`src/rtl/sync_pkg.sv`:
```
// Shared types and constants for the sync signal generator and its trigger meter.
package sync_pkg;

  typedef enum logic [2:0] {
    ST_IDLE     = 3'd0,
    ST_LEAD     = 3'd1,
    ST_FG_PULSE = 3'd2,
    ST_BURST    = 3'd3,
    ST_DONE     = 3'd4
  } sync_gen_state_t;

  localparam int              MEAS_W   = 16;
  localparam logic [MEAS_W-1:0] MEAS_SAT = 16'hFFFF;

  function automatic logic [MEAS_W-1:0] sat_inc(input logic [MEAS_W-1:0] v);
    return (v == MEAS_SAT) ? v : v + MEAS_W'(1);
  endfunction

endpackage

```
`src/rtl/sync_trigger_meter.sv`:
```
// Measures the returned trigger: delay from the last phase front to its rise,
// and its high time; results are presented on the trigger fall.
module sync_trigger_meter
  import sync_pkg::*;
(
  input  logic              clock,
  input  logic              reset,
  input  logic              trigger_in,
  input  logic              phase_front,
  output logic [MEAS_W-1:0] meas_delay,
  output logic [MEAS_W-1:0] meas_width,
  output logic              meas_valid
);

  logic              trig_q, trig_prev_q;
  logic              trig_rise, trig_fall;
  logic [MEAS_W-1:0] dly_q, dly_d, dly_lat_q;
  logic [MEAS_W-1:0] wid_q, wid_d;
  logic [MEAS_W-1:0] meas_delay_q, meas_width_q;
  logic              meas_valid_q;

  assign trig_rise = trig_q & ~trig_prev_q;
  assign trig_fall = ~trig_q & trig_prev_q;

  // The trigger is one register behind the phase front, so the rise latches
  // the next counter value; a rise coinciding with a front latches 0.
  assign dly_d = phase_front ? '0 : sat_inc(dly_q);

  always_comb begin
    wid_d = wid_q;
    if (trig_rise) begin
      wid_d = MEAS_W'(1);
    end else if (trig_q) begin
      wid_d = sat_inc(wid_q);
    end
  end

  always_ff @(posedge clock or posedge reset) begin
    if (reset) begin
      trig_q       <= 1'b0;
      trig_prev_q  <= 1'b0;
      dly_q        <= MEAS_SAT;
      dly_lat_q    <= '0;
      wid_q        <= '0;
      meas_delay_q <= '0;
      meas_width_q <= '0;
      meas_valid_q <= 1'b0;
    end else begin
      trig_q       <= trigger_in;
      trig_prev_q  <= trig_q;
      dly_q        <= dly_d;
      wid_q        <= wid_d;
      meas_valid_q <= trig_fall;
      if (trig_rise) begin
        dly_lat_q <= dly_d;
      end
      if (trig_fall) begin
        meas_delay_q <= dly_lat_q;
        meas_width_q <= wid_q;
      end
    end
  end

  assign meas_delay = meas_delay_q;
  assign meas_width = meas_width_q;
  assign meas_valid = meas_valid_q;

endmodule

```
`src/rtl/sync_signal_generator.sv`:
```
// Calibration-path emulator: fg pulse, free-running phase train, burst FSM.
// Trigger measurement is compiled in only when SYNC_GEN_MEASURE_EN is defined.
module sync_signal_generator
  import sync_pkg::*;
#(
  parameter int FG_LEAD      = 1000,
  parameter int FG_WIDTH     = 50,
  parameter int PHASE_PERIOD = 2000,
  parameter int PHASE_WIDTH  = 10,
  parameter int BURST_LEN    = 16
) (
  input  logic        clock,
  input  logic        reset,
  input  logic        enable,
  input  logic        arm,
  input  logic        abort,
  input  logic        trigger_in,
  output logic        fg_signal,
  output logic        phase_signal,
  output logic        busy,
  output logic        done,
  output logic [2:0]  state_out,
  output logic [15:0] meas_delay,
  output logic [15:0] meas_width,
  output logic        meas_valid
);

  logic            en_q;
  logic [31:0]     phase_cnt_q;
  logic            phase_q, phase_prev_q;
  logic            phase_front;
  logic            arm_q, arm_prev_q, arm_rise_q;
  sync_gen_state_t state_q, state_d;
  logic [31:0]     cnt_q, cnt_d;

  assign phase_front = phase_q & ~phase_prev_q;

  always_ff @(posedge clock or posedge reset) begin
    if (reset) begin
      en_q         <= 1'b0;
      phase_cnt_q  <= '0;
      phase_q      <= 1'b0;
      phase_prev_q <= 1'b0;
      arm_q        <= 1'b0;
      arm_prev_q   <= 1'b0;
      arm_rise_q   <= 1'b0;
      state_q      <= ST_IDLE;
      cnt_q        <= '0;
    end else begin
      en_q         <= enable;
      phase_q      <= en_q && (phase_cnt_q < 32'(PHASE_WIDTH));
      phase_prev_q <= phase_q;
      if (!en_q || phase_cnt_q == 32'(PHASE_PERIOD - 1)) begin
        phase_cnt_q <= '0;
      end else begin
        phase_cnt_q <= phase_cnt_q + 32'd1;
      end
      // Registered arm edge places LEAD entry two clocks after arm is sampled.
      arm_q        <= arm;
      arm_prev_q   <= arm_q;
      arm_rise_q   <= arm_q & ~arm_prev_q;
      state_q      <= state_d;
      cnt_q        <= cnt_d;
    end
  end

  always_comb begin
    state_d = state_q;
    cnt_d   = cnt_q;
    if (abort) begin
      state_d = ST_IDLE;
      cnt_d   = '0;
    end else begin
      case (state_q)
        ST_IDLE: begin
          if (arm_rise_q) begin
            state_d = ST_LEAD;
            cnt_d   = '0;
          end
        end
        ST_LEAD: begin
          if (cnt_q == 32'(FG_LEAD - 1)) begin
            state_d = ST_FG_PULSE;
            cnt_d   = '0;
          end else begin
            cnt_d = cnt_q + 32'd1;
          end
        end
        ST_FG_PULSE: begin
          if (cnt_q == 32'(FG_WIDTH - 1)) begin
            state_d = ST_BURST;
            cnt_d   = '0;
          end else begin
            cnt_d = cnt_q + 32'd1;
          end
        end
        ST_BURST: begin
          // cnt_q counts phase fronts here; no fronts arrive while enable is low.
          if (phase_front) begin
            if (cnt_q == 32'(BURST_LEN - 1)) begin
              state_d = ST_DONE;
            end else begin
              cnt_d = cnt_q + 32'd1;
            end
          end
        end
        ST_DONE: state_d = ST_IDLE;
        default: state_d = ST_IDLE;
      endcase
    end
  end

  assign fg_signal    = (state_q == ST_FG_PULSE);
  assign busy         = (state_q != ST_IDLE);
  assign done         = (state_q == ST_DONE);
  assign state_out    = state_q;
  assign phase_signal = phase_q;

`ifdef SYNC_GEN_MEASURE_EN
  sync_trigger_meter u_meter (
    .clock       (clock),
    .reset       (reset),
    .trigger_in  (trigger_in),
    .phase_front (phase_front),
    .meas_delay  (meas_delay),
    .meas_width  (meas_width),
    .meas_valid  (meas_valid)
  );
`else
  logic trigger_unused;
  assign trigger_unused = trigger_in;
  assign meas_delay     = '0;
  assign meas_width     = '0;
  assign meas_valid     = 1'b0;
`endif

endmodule

```
`config.mk`:
```
export PLATFORM = sky130hd
export DESIGN_NAME = sync_signal_generator
export DESIGN_NICKNAME = d
export VERILOG_FILES = /design/src/rtl/sync_pkg.sv /design/src/rtl/sync_trigger_meter.sv /design/src/rtl/sync_signal_generator.sv
export SDC_FILE = /design/constraint.sdc
export NUM_CORES = 1
export LEC_CHECK = 0
export BUFFER_PORTS_ARGS = -buffer_cell sky130_fd_sc_hd__buf_2
export CAP_MARGIN = 20
export CORE_MARGIN = 1
export CORE_UTILIZATION = 40
export CTS_BUF_LIST = sky130_fd_sc_hd__clkbuf_4 sky130_fd_sc_hd__clkbuf_8
export DETAILED_ROUTE_END_ITERATION = 8
export MAX_ROUTING_LAYER = met4
export SYNTH_ARGS = -nofsm -noshare
export SYNTH_HDL_FRONTEND = slang
export SYNTH_SLANG_ARGS = --single-unit
export TNS_END_PERCENT = 30
```
`constraint.sdc`:
```
create_clock -name clock -period 2.3 [get_ports clock]
set_input_delay 0.115 -clock clock [delete_from_list [all_inputs] [get_ports clock]]
set_output_delay 0.115 -clock clock [all_outputs]
set_load 0.005 [all_outputs]
```
==> summary.txt <==
Status
  – Result of the run: complete, but fails checks
  – Failing checks: setup timing

Logic synthesis
  – Netlist area before placement: 4080 um^2
  – Simple logic cell fraction of the synthesized area: 27.1%
  – Fraction of synthesized cell area in xor and xnor cells: around a tenth
  – Synthesized area per cell: 9.48 um^2
  – Leading area contributor after synthesis: dfrtp_1
  – Most frequent cells after synthesis: dfrtp_1, nor2_1, buf_4
  – Share of synthesized area occupied by flip-flops and latches: 44.8%
  – Count of mapped cells out of synthesis: 430
  – Share of synthesized area spent on multiplexers: 0%
  – Register bit total from synthesis: 73
  – Post-synth top area share: 44.8%
  – Synth unique cells: 50
  – Dominant cell by count in the synthesized netlist: dfrtp_1
  – Main area contributors after synthesis: dfrtp_1, xor2_1, buf_4
  – Complex-gate fraction of the synthesized area: 6.88%
  – Fraction of registers with async set/reset: 100%
  – Adder-cell area share of the yosys netlist: 0.921%
  – Number of flops mapped to enable cells by yosys: 0
  – Post-synth top flop: dfrtp_1
  – Warnings, synthesis: 0
  – Dominant combinational cell family by area after synthesis: simple AND/OR/NAND/NOR gates

Setup path
  – Category of the worst setup path capture point: flop
  – Required time of the worst setup path: 2.55 ns
  – Sort of element at the start of the critical path: flop
  – Crit-path max FO: 20
  – R2r worst-path depth: 8
  – Endpoint of the lowest-slack register-to-register path: cnt_q[18]
  – Register-to-register path setup slack: -0.006 ns
  – Origin of the critical flop-to-flop path: cnt_q[14]
  – Critical path class: flop to flop
  – Worst EP arrival: 2.55 ns

Route
  – Post-detailed-routing wire length: 8.19 mm
  – Routed vias/inst: 5.08
  – Total via count in the routed design: 3095
  – Number of iterations in the first detailed-routing pass: 5
  – Residual DRC count: 0
  – Wirelength per Cell: 13.4 um
  – Iteration-0 DRC Markers: 90
  – Remaining number of nets flagged by the antenna check after routing: 0

Place
  – Placed cells: roughly 600
  – Count of input and output buffers: 11
  – Placed wire-length estimate: 5.44 mm
  – Placement-stage cell area: 4340 um^2
  – Routability-driven placement congestion ratio: 0.811

Floorplan
  – Core region area: 9820 um^2
  – I/O pins: 46
  – Area of the die: 10600 um^2
  – Die X: 103 um
  – Num rows: 36
  – Vertical extent of the die: 103 um
  – Starting density of the core: 41.5%

Layout
  – Number of nets in the layout: 480
  – Non-filler cells in the finished layout: 609
  – Ant. Diodes: 0
  – Filler Cell Count: between 1000 and 1500
  – Share of post-route cells with drive strength above 1: 17.4%
  – Layout Area Growth over Synthesis: 13.9%
  – Final design area excluding fillers: 4640 um^2

Min path
  – Hold Crit Endpoint: state_out[2]
  – Worst min-delay path category: input pin to flop
  – Hold Path Cell Cnt: 3
  – Hold wc startpoint: abort

Global route
  – Most used routing layer in global routing: met2
  – GR Layer Usage met3: 3.12%
  – Pin count of the biggest net entering global routing: 74
  – Initial antenna violation count: 0
  – Via count of the first global-routing pass: 3063
  – Met1 Usage GRT: between 20% and 30%
  – GR Overflow Total: 0
  – Fraction of met2 tracks used by global routing: a little under 30%
  – Total routing resource utilization after global routing: 17.7%
  – First-pass GRT wire length: 14.2 mm

Timing
  – Clock Skews: between 0.009 and 0.01 ns
  – Setup repair after global routing missed its margin: true
  – Maximum operating frequency: 434 MHz
  – Minimum clock period after layout: 2.31 ns
  – Setup TNS: -0.00637 ns
  – Total count of hold-check failures in the final report: 0
  – Min Hold Slack: 0.146 ns
  – Least setup slack across all paths after layout: -0.00637 ns
  – Finish-stage setup viols: 1
  – Portion of the clock cycle consumed by the worst path in the final layout: 100%
  – Fin. max-slew vios: 0

Power
  – Maximum VDD drop: about 340 uV
  – Lkg Pwr: 2.08 nW
  – Total power: 2.52 mW
  – Power density cells: 543 nW/um^2

CTS
  – H-tree depth: 3
  – Clock slew seen by the registers of the worst setup and hold paths: 0.08 ns
  – Maximum clock path buffer count: 2
  – Clock tree root buffer cell: clkbuf_8
  – Clock latency on the worst-skew pair: 0.36 ns
  – Total clock sinks: 73
  – Clock tree from TritonCTS: yes
  – TritonCTS Buffers: 9

Flow run
  – Max-capacitance violation count: 0
-- metrics by stage --
step           utilization (%)  setup WS [ns]
2_1_floorplan                -         0.0626
3_3_place_gp              44.2         0.0225
3_5_place_dp              44.2        -0.0300
4_1_cts                   46.9        0.00107
5_1_grt                   47.3         -0.105
6_report                  47.3       -0.00637
-- registers in the layout, summed over array words and instances, names as in the netlist --
name,flops
arm_prev_q,1
arm_q,1
arm_rise_q,1
cnt_q,32
en_q,1
phase_cnt_q,32
phase_prev_q,1
phase_signal,1
state_out,3
-- worst max path at each step --
| stage | from | endpoint | depth (start not counted) |
|---|---|---|---|
| floorplan | cnt_q[14] | cnt_q[20] | 7 |
| global placement | cnt_q[14] | cnt_q[10] | 6 |
| detailed placement | cnt_q[14] | cnt_q[8] | 6 |
| CTS | cnt_q[14] | cnt_q[2] | 8 |
| global route | cnt_q[14] | cnt_q[27] | 8 |
| finish | cnt_q[14] | cnt_q[18] | 8 |
-- metal layers --
layer  share of wire, %  vias up  wire length (um)
met1                 47     1523              3820
met5                  0        -                 0
met2                 49       31              4020
met4                1.4        0               112
met3                3.0       11               242
li1                   -     1530                 -
-- power by group --
group	switching, mW	total, mW	internal, mW
sequential	0.0113	1.31	1.29
clock	0.525	1.06	0.535
combinational	0.100	0.157	0.0566
-- final cells by class --
cell class,instances,area [um^2],share of cell area [%]
multi-input combinational,332,2040,43.8
clock buffer,10,138,2.96
inverter,8,30.0,0.647
timing repair buffer,47,383,8.24
sequential,73,1830,39.3
tap,133,166,3.58
clock inverter,6,65.1,1.40
-- placed cells by master (no fill, tap or decap), drive strengths merged, types with 12 or more instances in the layout --
master / netlist / final
and3: 12 / 12
buf: 39 / 44
conb: 1 / 33
dfrtp: 73 / 73
nand2: 30 / 30
nand3: 22 / 22
nand4: 23 / 23
nor2: 68 / 69
nor3: 12 / 12
nor4: 14 / 14
xnor2: 16 / 16
xor2: 33 / 33
-- cell families after synthesis --
| logic type | count (synthesis) |
|---|---|
| other cells | 1 |
| xor+xnor | 49 |
| fa+ha+maj | 3 |
| flops | 73 |
| simple gates | 213 |
| compound gates | 33 |
| buf+inv | 58 |
-- repair_timing --
item                                    CTS  global route
endpoints found under the hold margin    75             0
buffers inserted                          1             0
resized for setup                         2            12
endpoints found under the setup margin   25            32
cloned                                    1             0
hold buffers                              3             0
-- critical path, cell delays in order, from the launching register on --
cell and delay [ns]:
dfrtp_1 0.38, or4_4 0.56, or4_4 0.46, o41ai_4 0.20
buf_4 0.19, nor2_4 0.06, nor2_4 0.10, buf_12 0.16
nor2_1 0.06
Note: power is estimated with default switching activity, not from simulation.
